## src/rtl/muldiv_pkg.sv

```systemverilog
// Shared definitions for the iterative multiply/divide unit.
// Covers the op encoding, the FSM states and wide two's-complement helpers.
package muldiv_pkg;

  localparam logic [2:0] OP_MULTU = 3'b000;
  localparam logic [2:0] OP_MULT  = 3'b001;
  localparam logic [2:0] OP_DIVU  = 3'b010;
  localparam logic [2:0] OP_DIV   = 3'b011;
  localparam logic [2:0] OP_MADDU = 3'b100;
  localparam logic [2:0] OP_MADD  = 3'b101;
  localparam logic [2:0] OP_MSUBU = 3'b110;
  localparam logic [2:0] OP_MSUB  = 3'b111;

  // The helpers work on a fixed wide vector; callers zero-extend and truncate.
  localparam int MAXW = 128;

  typedef enum logic [1:0] {
    IDLE = 2'd0,
    CALC = 2'd1,
    FIX  = 2'd2
  } state_t;

  function automatic logic [MAXW-1:0] neg_f(input logic [MAXW-1:0] x);
    return ~x + MAXW'(1);
  endfunction

  function automatic logic [MAXW-1:0] abs_f(input logic [MAXW-1:0] x, input logic is_neg);
    return is_neg ? neg_f(x) : x;
  endfunction

endpackage

```

## src/rtl/muldiv_iter.sv

```systemverilog
// Iterative MIPS-style multiply/divide unit: WIDTH radix-2 steps, then one fix-up cycle.
// Shift-add multiply and restoring divide on magnitudes; signs and accumulation applied in FIX.
module muldiv_iter
  import muldiv_pkg::*;
#(
  parameter int WIDTH = 32
) (
  input  logic             Clk,
  input  logic             Rst,
  input  logic             Start,
  input  logic [2:0]       Op,
  input  logic [WIDTH-1:0] D1,
  input  logic [WIDTH-1:0] D2,
  input  logic             We,
  input  logic             HiLo,
  output logic             Busy,
  output logic             Done,
  output logic             DivZero,
  output logic [WIDTH-1:0] HI,
  output logic [WIDTH-1:0] LO
);

  localparam int CW = $clog2(WIDTH) + 1;
  localparam logic [CW-1:0] CNT_LAST = CW'(WIDTH - 1);

  state_t           state_q, state_d;
  logic [CW-1:0]    cnt_q, cnt_d;
  logic [2:0]       op_q, op_d;
  logic [WIDTH-1:0] d1_q, d1_d;
  logic [WIDTH-1:0] b_q, b_d;
  logic [WIDTH-1:0] wh_q, wh_d;
  logic [WIDTH-1:0] wl_q, wl_d;
  logic [WIDTH-1:0] acc_hi_q, acc_hi_d;
  logic [WIDTH-1:0] acc_lo_q, acc_lo_d;
  logic [WIDTH-1:0] hi_q, hi_d;
  logic [WIDTH-1:0] lo_q, lo_d;
  logic             neg_q, neg_d;
  logic             rneg_q, rneg_d;
  logic             dz_q, dz_d;
  logic             done_q, done_d;
  logic             divzero_q, divzero_d;

  logic             in_div, s1, s2;
  logic [WIDTH-1:0] mag1, mag2;
  logic [WIDTH:0]   mul_sum, div_shift, div_diff;
  logic             div_ok;
  logic             op_div;
  logic [2*WIDTH-1:0] prod, mac;
  logic [WIDTH-1:0] quo, rem;

  always_comb begin
    state_d   = state_q;
    cnt_d     = cnt_q;
    op_d      = op_q;
    d1_d      = d1_q;
    b_d       = b_q;
    wh_d      = wh_q;
    wl_d      = wl_q;
    acc_hi_d  = acc_hi_q;
    acc_lo_d  = acc_lo_q;
    hi_d      = hi_q;
    lo_d      = lo_q;
    neg_d     = neg_q;
    rneg_d    = rneg_q;
    dz_d      = dz_q;
    done_d    = 1'b0;
    divzero_d = divzero_q;

    in_div = ~Op[2] & Op[1];
    s1     = Op[0] & D1[WIDTH-1];
    s2     = Op[0] & D2[WIDTH-1];
    mag1   = WIDTH'(abs_f(MAXW'(D1), s1));
    mag2   = WIDTH'(abs_f(MAXW'(D2), s2));

    mul_sum   = {1'b0, wh_q} + (wl_q[0] ? {1'b0, b_q} : '0);
    div_shift = {wh_q, wl_q[WIDTH-1]};
    div_diff  = div_shift - {1'b0, b_q};
    div_ok    = ~div_diff[WIDTH];

    op_div = ~op_q[2] & op_q[1];
    prod   = neg_q ? (2*WIDTH)'(neg_f(MAXW'({wh_q, wl_q}))) : {wh_q, wl_q};
    mac    = op_q[1] ? ({acc_hi_q, acc_lo_q} - prod) : ({acc_hi_q, acc_lo_q} + prod);
    quo    = neg_q  ? WIDTH'(neg_f(MAXW'(wl_q))) : wl_q;
    rem    = rneg_q ? WIDTH'(neg_f(MAXW'(wh_q))) : wh_q;

    unique case (state_q)
      IDLE: begin
        if (Start) begin
          state_d   = CALC;
          cnt_d     = '0;
          op_d      = Op;
          d1_d      = D1;
          // Divide iterates the dividend through LO; multiply shifts the multiplier out of LO.
          b_d       = in_div ? mag2 : mag1;
          wl_d      = in_div ? mag1 : mag2;
          wh_d      = '0;
          acc_hi_d  = hi_q;
          acc_lo_d  = lo_q;
          neg_d     = s1 ^ s2;
          rneg_d    = s1;
          dz_d      = in_div & (D2 == '0);
          divzero_d = 1'b0;
        end else if (We) begin
          if (HiLo) hi_d = D1;
          else      lo_d = D1;
        end
      end
      CALC: begin
        if (op_div) begin
          wh_d = div_ok ? div_diff[WIDTH-1:0] : div_shift[WIDTH-1:0];
          wl_d = {wl_q[WIDTH-2:0], div_ok};
        end else begin
          wh_d = mul_sum[WIDTH:1];
          wl_d = {mul_sum[0], wl_q[WIDTH-1:1]};
        end
        cnt_d = cnt_q + CW'(1);
        if (cnt_q == CNT_LAST) state_d = FIX;
      end
      FIX: begin
        state_d   = IDLE;
        done_d    = 1'b1;
        divzero_d = dz_q;
        if (op_div) begin
          hi_d = dz_q ? d1_q : rem;
          lo_d = dz_q ? '1   : quo;
        end else if (op_q[2]) begin
          {hi_d, lo_d} = mac;
        end else begin
          {hi_d, lo_d} = prod;
        end
      end
      default: state_d = IDLE;
    endcase
  end

  always_ff @(posedge Clk) begin
    if (Rst) begin
      state_q   <= IDLE;
      cnt_q     <= '0;
      op_q      <= '0;
      d1_q      <= '0;
      b_q       <= '0;
      wh_q      <= '0;
      wl_q      <= '0;
      acc_hi_q  <= '0;
      acc_lo_q  <= '0;
      hi_q      <= '0;
      lo_q      <= '0;
      neg_q     <= 1'b0;
      rneg_q    <= 1'b0;
      dz_q      <= 1'b0;
      done_q    <= 1'b0;
      divzero_q <= 1'b0;
    end else begin
      state_q   <= state_d;
      cnt_q     <= cnt_d;
      op_q      <= op_d;
      d1_q      <= d1_d;
      b_q       <= b_d;
      wh_q      <= wh_d;
      wl_q      <= wl_d;
      acc_hi_q  <= acc_hi_d;
      acc_lo_q  <= acc_lo_d;
      hi_q      <= hi_d;
      lo_q      <= lo_d;
      neg_q     <= neg_d;
      rneg_q    <= rneg_d;
      dz_q      <= dz_d;
      done_q    <= done_d;
      divzero_q <= divzero_d;
    end
  end

  assign Busy    = (state_q != IDLE);
  assign Done    = done_q;
  assign DivZero = divzero_q;
  assign HI      = hi_q;
  assign LO      = lo_q;

endmodule

```

## config.mk

```make
export PLATFORM = sky130hd
export DESIGN_NAME = muldiv_iter
export DESIGN_NICKNAME = d
export VERILOG_FILES = /design/src/rtl/muldiv_pkg.sv /design/src/rtl/muldiv_iter.sv
export SDC_FILE = /design/constraint.sdc
export NUM_CORES = 1
export LEC_CHECK = 0
export BUFFER_PORTS_ARGS = -buffer_cell sky130_fd_sc_hd__buf_2
export CORE_MARGIN = 2
export CORE_UTILIZATION = 40
export CTS_CLUSTER_SIZE = 14
export DETAILED_ROUTE_END_ITERATION = 8
export HOLD_SLACK_MARGIN = 0.12
export SETUP_SLACK_MARGIN = 0.05
export SYNTH_ARGS = -nofsm -noshare
export SYNTH_HDL_FRONTEND = slang
export SYNTH_SLANG_ARGS = --single-unit
```

## constraint.sdc

```tcl
create_clock -name Clk -period 7.9 [get_ports Clk]
set_input_delay 0 -clock Clk [delete_from_list [all_inputs] [get_ports Clk]]
set_output_delay 0 -clock Clk [all_outputs]
set_load 0.005 [all_outputs]
```

**Word level (Yosys, flattened, before mapping)**

Index checks and enable logic that the tools add are counted.

- Shifts and indexed selects: 0
- Multiply operators: 0
- Add/sub/neg operators: 10
- Divide/modulo/power cells: 0
- Eq/ne operators: 9
- $lt $le $gt $ge: 0
- Reduce and logical (&&, ||, !) cells: 11
- Muxes and demuxes: 38
- Bitwise operators: 14

Operators by type and width:

| operator | count |
|---|---|
| 32-bit two-way mux | 24 |
| 32-bit case mux with 2 select lines | 4 |
| 32-bit by 1-bit adder with 32-bit output (second input constant) | 4 |
| 64-bit two-way mux | 2 |
| 32-bit inverter | 4 |
| 64-bit by 1-bit adder with 64-bit output (second input constant) | 1 |
| 64-bit adder | 1 |
| 64-bit inverter | 1 |
| 64-bit subtractor | 1 |
| 32-bit by 32-bit adder with 33-bit output | 1 |
| 33-bit by 32-bit subtractor with 33-bit output | 1 |
| 32-bit zero test | 1 |
| 2-bit != test (second input constant) | 6 |
| 6-bit case mux with 2 select lines | 1 |
| 2-bit AND reduction | 4 |
| 4-bit AND reduction | 2 |
| 6-bit by 1-bit adder with 6-bit output (second input constant) | 1 |
| 6-bit by 5-bit equality test with 1-bit output (second input constant) | 1 |
| 6-bit two-way mux | 1 |
| 2-bit nonzero test | 3 |
| 1-bit AND | 5 |
| 2-bit two-way mux | 2 |
| 2-bit case mux with 2 select lines | 1 |
| 1-bit inverter | 3 |
| 6 further kinds | 7 |

- Memories: 0
- Register bits: 272
- Bits in latches: 0
- Memory bits (read-only): 0
- Input port bits: 72
- Word-level logic and storage cells: 98
- Output and inout bits: 67
- Bits in writable memories: 0

**Depth between registers and ports, before layout**

- Depth in word-level cells: 8
- Gate-level depth with buffers: 30
- Depth with buffers taken out: 27

**Least setup slack after synthesis**

No wires, ideal clock.

- Kind: flip-flop to flip-flop
- From: reg wl_q[0]
- To: reg hi_q[23] (netlist: HI[23])
- Slack: 1.638 ns
- Clock period less this slack: 6.262 ns
- Setup time: 0.132 ns
- Data required time: 7.768 ns
- Cell stages (with the launch flop): 29
- Path buffers: 3
- Arrival time: 6.130 ns
- Path through: dfxtp_1 -> buf_2 -> clkinv_1 -> clkbuf_1 -> ha_1 -> or4b_1 -> nor4_1 -> nand2_1 -> or3b_2 -> a21oi_1 -> o21a_1 -> and3_1 -> and2_1 -> nor2b_1 -> a31oi_1 -> xor2_1 -> ha_1 -> clkbuf_1 -> a21o_1 -> a21o_1 -> a221oi_1 -> o41ai_1 -> a41oi_1 -> o21ai_0 -> a41oi_1 -> xor2_1 -> a211oi_1 -> a211oi_1 -> nor3_1

- Word-level cells in the longest chain between the ends: 8
- Elaborated cells between the ends (all ways): 9
- Those cells by class: add/sub (3); mux (5); bitwise (1)

Ends and longest elaborated chain:

| item | RTL line | RTL |
|---|---|---|
| start: declaration | muldiv_iter.sv:32 | `logic [WIDTH-1:0] wl_q, wl_d;` |
| start signal: assignment | muldiv_iter.sv:161 | `wl_q <= wl_d;` |
| 64-bit inverter | muldiv_pkg.sv:24 | `return ~x + MAXW'(1);` |
| 64-bit by 1-bit adder with 64-bit output | muldiv_pkg.sv:24 |  |
| 64-bit two-way mux * | muldiv_iter.sv:81 | `prod = neg_q ? (2*WIDTH)'(neg_f(MAXW'({wh_q, wl_q}))) : {wh_q, wl_q};` |
| 64-bit adder / 64-bit subtractor (equally long branches) | muldiv_iter.sv:82 | `mac = op_q[1] ? ({acc_hi_q, acc_lo_q} - prod) : ({acc_hi_q, acc_lo_q} + prod);` |
| 64-bit two-way mux | muldiv_iter.sv:82 |  |
| 32-bit two-way mux * | muldiv_iter.sv:126 | `end else if (op_q[2]) begin` |
| 32-bit two-way mux * | muldiv_iter.sv:123 | `if (op_div) begin` |
| 32-bit case mux with 2 select lines * | muldiv_iter.sv:86 | `unique case (state_q)` |
| end signal: assignment | muldiv_iter.sv:164 | `hi_q <= hi_d;` |
| end: declaration | muldiv_iter.sv:35 | `logic [WIDTH-1:0] hi_q, hi_d;` |

Every way passes the cells marked *; elsewhere a longest branch is shown, timed or not.
A chain may end at the register's enable or synchronous reset.

**Final worst setup path**

Ends and elaborated chain as after synthesis.

==> flow_summary.yaml <==
detailed_routing:
  wl_per_cell_um: 21.7
  vias_per_cell: 5.92
  wirelength_um: 94100
  ant_nets: 0
  drc_errors: 0
  first_pass_iters: 6
  dr_total_vias: 25600
  drtIter0Drc: 2835
yosys:
  synth-main-ff-cell: "dfxtp_1"
  ys_seq_area_share_pct: 21.9
  yosysWarnings: 0
  ys_top_cells_by_area: "dfxtp_1 (22%), nand2_1 (8.0%), a21oi_1 (7.9%), ha_1 (6.7%), xor2_1 (6.5%)"
  syn-cell-area_um2: 24800
  synth_fa_ha_area_share_pct: 6.96
  ys_async_sr_fraction_pct: 0
  synth_compound_area_share_pct: 29.0
  syn_nets: 3700
  synthXorXnorAreaFrac_pct: 11.5
  synth_top_family_by_area: "compound AO/OA/AOI/OAI gates"
  syn_avg_cell_area_um2: 7.09
  yosys.area_share.simple_pct: 23.3
  synth_edf_count: 0
  netlist.area_leader.share_pct: 21.9
  muxShareOfSynthArea_pct: 1.72
  synth_top_cell_by_area: "dfxtp_1"
  synth.distinct_cells: 94
  ys_ff_latch: 271
  syn_inst: 3492
cells_and_area:
  nets: 3721
  final_util_pct: 45.2
  drive_gt1_share_pct: 8.50
  most-common-layout-cells: "nand2_1 (527), a21oi_1 (392), nor2_1 (325)"
  final_common_cell: "nand2_1"
  fill_cells: 6365
  synthToLayoutAreaGrowth_pct: 12.1
  antennaDiodeCount: 0
grt:
  grt_pass1_vias: 23500
  grt_usage_pct: 28.8
  grt_start_max_net_pins: 118
  antenna_found_initial: 1
  grt_first_pass_wirelength_um: 143000
  overflow: 0
hold_path:
  hp-class: "input pin to flop"
critical_path:
  r2r_slack_ps: 780
  rr_worst_depth: 26
  crit_path_max_fanout: 9
  start_kind: "flop"
  cp.required_ps: 8320
  crit_arrival_ps: 7540
  cp-end-kind: "flop"
  endpoint: "HI[23]"
  criticalPathCategory: "flop to flop"
  r2r-start: "wl_q[0]"
  worstReg2RegEnd: "HI[23]"
  setup.worst_path.start: "wl_q[0]"
power:
  power_frac_clock_pct: 37.7
  p_total_mw: 4.78
  p_seq_share_pct: 32.3
  p_per_area_nw_per_um2: 172
  power.switching_mw: 1.74
  p_sw_share_pct: 36.4
  share_comb_of_total_power_pct: 30.1
  internal_power_mw: 3.04
  p_leak_nw: 10.7
  vdd_drop_max_mv: 0.130
clocking:
  cts-root-buf: "clkbuf_16"
  cts_resized: 0
  cts_tree: "built"
  clock_latency_ps: 580
  clockBufferDepth: 3
  clock_sinks: 271
  clk_pin_slew_ps: 60
  cts-buffers-inserted: 36
  h-tree-depth: 2
  cts_setup_buffers: 0
timing:
  max_freq_mhz: 140
  finalWorstSetupSlack_ps: 783
  drv_slew: 0
  final-setup-viol-count: 0
  period_minus_slack_ps: 7120
  fin_setup_tns_ps: 0
  period_share_pct: 90.1
  clock_skew_ps: 11.3
  rsz0062_at_grt: "no"
  hold_viol: 0
  max_slew_margin_pct: 17.5
  worst_pin_slew_ps: 1230
floorplan:
  initial_core_util_pct: 40.3
  die_x_um: 253
  io_pins: 139
  rows: 91
  die_h_um: 253
  coreArea_um2: 61500
  dieArea_um2: 63900
status:
  outcome: "complete, no violations"
placed_design:
  port_buffers: 138
  gp_congestion: 0.936
  pre_cts_slack_ps: 868
  dp_hpwl_um: 69000
flow_run:
  drv_cap: 0
[power by group through the flow]
stage	sequential, mW	combinational (mW)	clock, mW
6_report	1.54	1.44	1.80
5_1_grt	1.55	1.57	1.87
4_1_cts	1.54	1.41	1.82
3_5_place_dp	1.57	1.37	0
3_3_place_gp	1.57	1.38	0
2_1_floorplan	1.50	1.05	0
[cell families (layout without fill, tap and decap cells)]
| logic type | Yosys count | in the layout |
|---|---|---|
| simple gates | 1244 | 1244 |
| compound gates | 1117 | 1117 |
| buf+inv | 357 | 405 |
| xor+xnor | 325 | 325 |
| flops | 271 | 271 |
| fa+ha+maj | 136 | 136 |
| mux | 42 | 42 |
[layer usage]
layer	wire (um)	track usage, %
met2	38800	41.9
met4	3860	11.7
met5	13	0
met3	7000	3.47
met1	44400	42.5
[Yosys cell counts (all sizes together), types with 37 or more instances]
cell type,number
a211oi,126
a21o,61
a21oi,393
and2,37
buf,41
clkbuf,222
dfxtp,271
ha,133
inv,92
mux2i,38
nand2,527
nor2,328
nor3,77
o211ai,45
o21ai,194
xnor2,140
xor2,185
[timing repair]
action	4_1_cts	5_1_grt
hold buffers	76	0
endpoints found under the hold margin	128	0
endpoints found under the setup margin	0	0
[stage by stage]
stage          hold slack (ps)  area [um2]  cells
6_report                   250       27800   4330
5_1_grt                    274       27800   4330
4_1_cts                    228       27800   4330
3_5_place_dp               271       25800   4189
3_3_place_gp               281       25800   4189
2_1_floorplan              136       24800   3492
[state kept, by name, indices dropped and copies added (netlist names), 2 cells and up]
name	cells
acc_lo_q	32
d1_q	32
cnt_q	6
wl_q	32
acc_hi_q	32
LO	32
op_q	2
b_q	32
wh_q	32
HI	32
state_q	2
[worst min-delay path by stage]
stage | from | end | slack (ps) | cells past startpoint
2_1_floorplan | D1[28] | d1_q[28] | 140 | 2
5_1_grt | Op[2] | op_q[2] | 270 | 4
3_5_place_dp | Op[1] | op_q[1] | 270 | 3
3_3_place_gp | Op[1] | op_q[1] | 280 | 3
6_report | Op[1] | op_q[1] | 250 | 4
4_1_cts | Op[1] | op_q[1] | 230 | 4
[worst max-delay path, stage by stage, from the launching register on]
cell,delay [ps]
dfxtp_1,520
clkinv_1,150
ha_1,270
nor2b_1,180
or4b_2,660
o221ai_1,270
and2_1,200
nand3_1,100
nor3_1,310
o21a_1,240
and3_1,250
and2_1,190
nor2b_1,320
a31oi_1,150
xor2_1,190
ha_1,400
a21o_1,200
a21o_1,180
a221oi_1,280
o41ai_1,120
a41oi_1,460
o21ai_0,220
a41oi_1,470
xor2_1,210
a211oi_1,90
a211oi_1,260
nor3_1,80
[area by class of cell]
type,count,area [um2],share of cell area [%]
inverters,94,353,1.27
clock buffers,45,986,3.55
multi-input cells,2864,18000,65.0
clock inverters,20,272,0.977
flip-flops and latches,271,5430,19.6
repair buffers,246,1700,6.12
well taps,790,988,3.56
(Power assumes the default switching activity.)
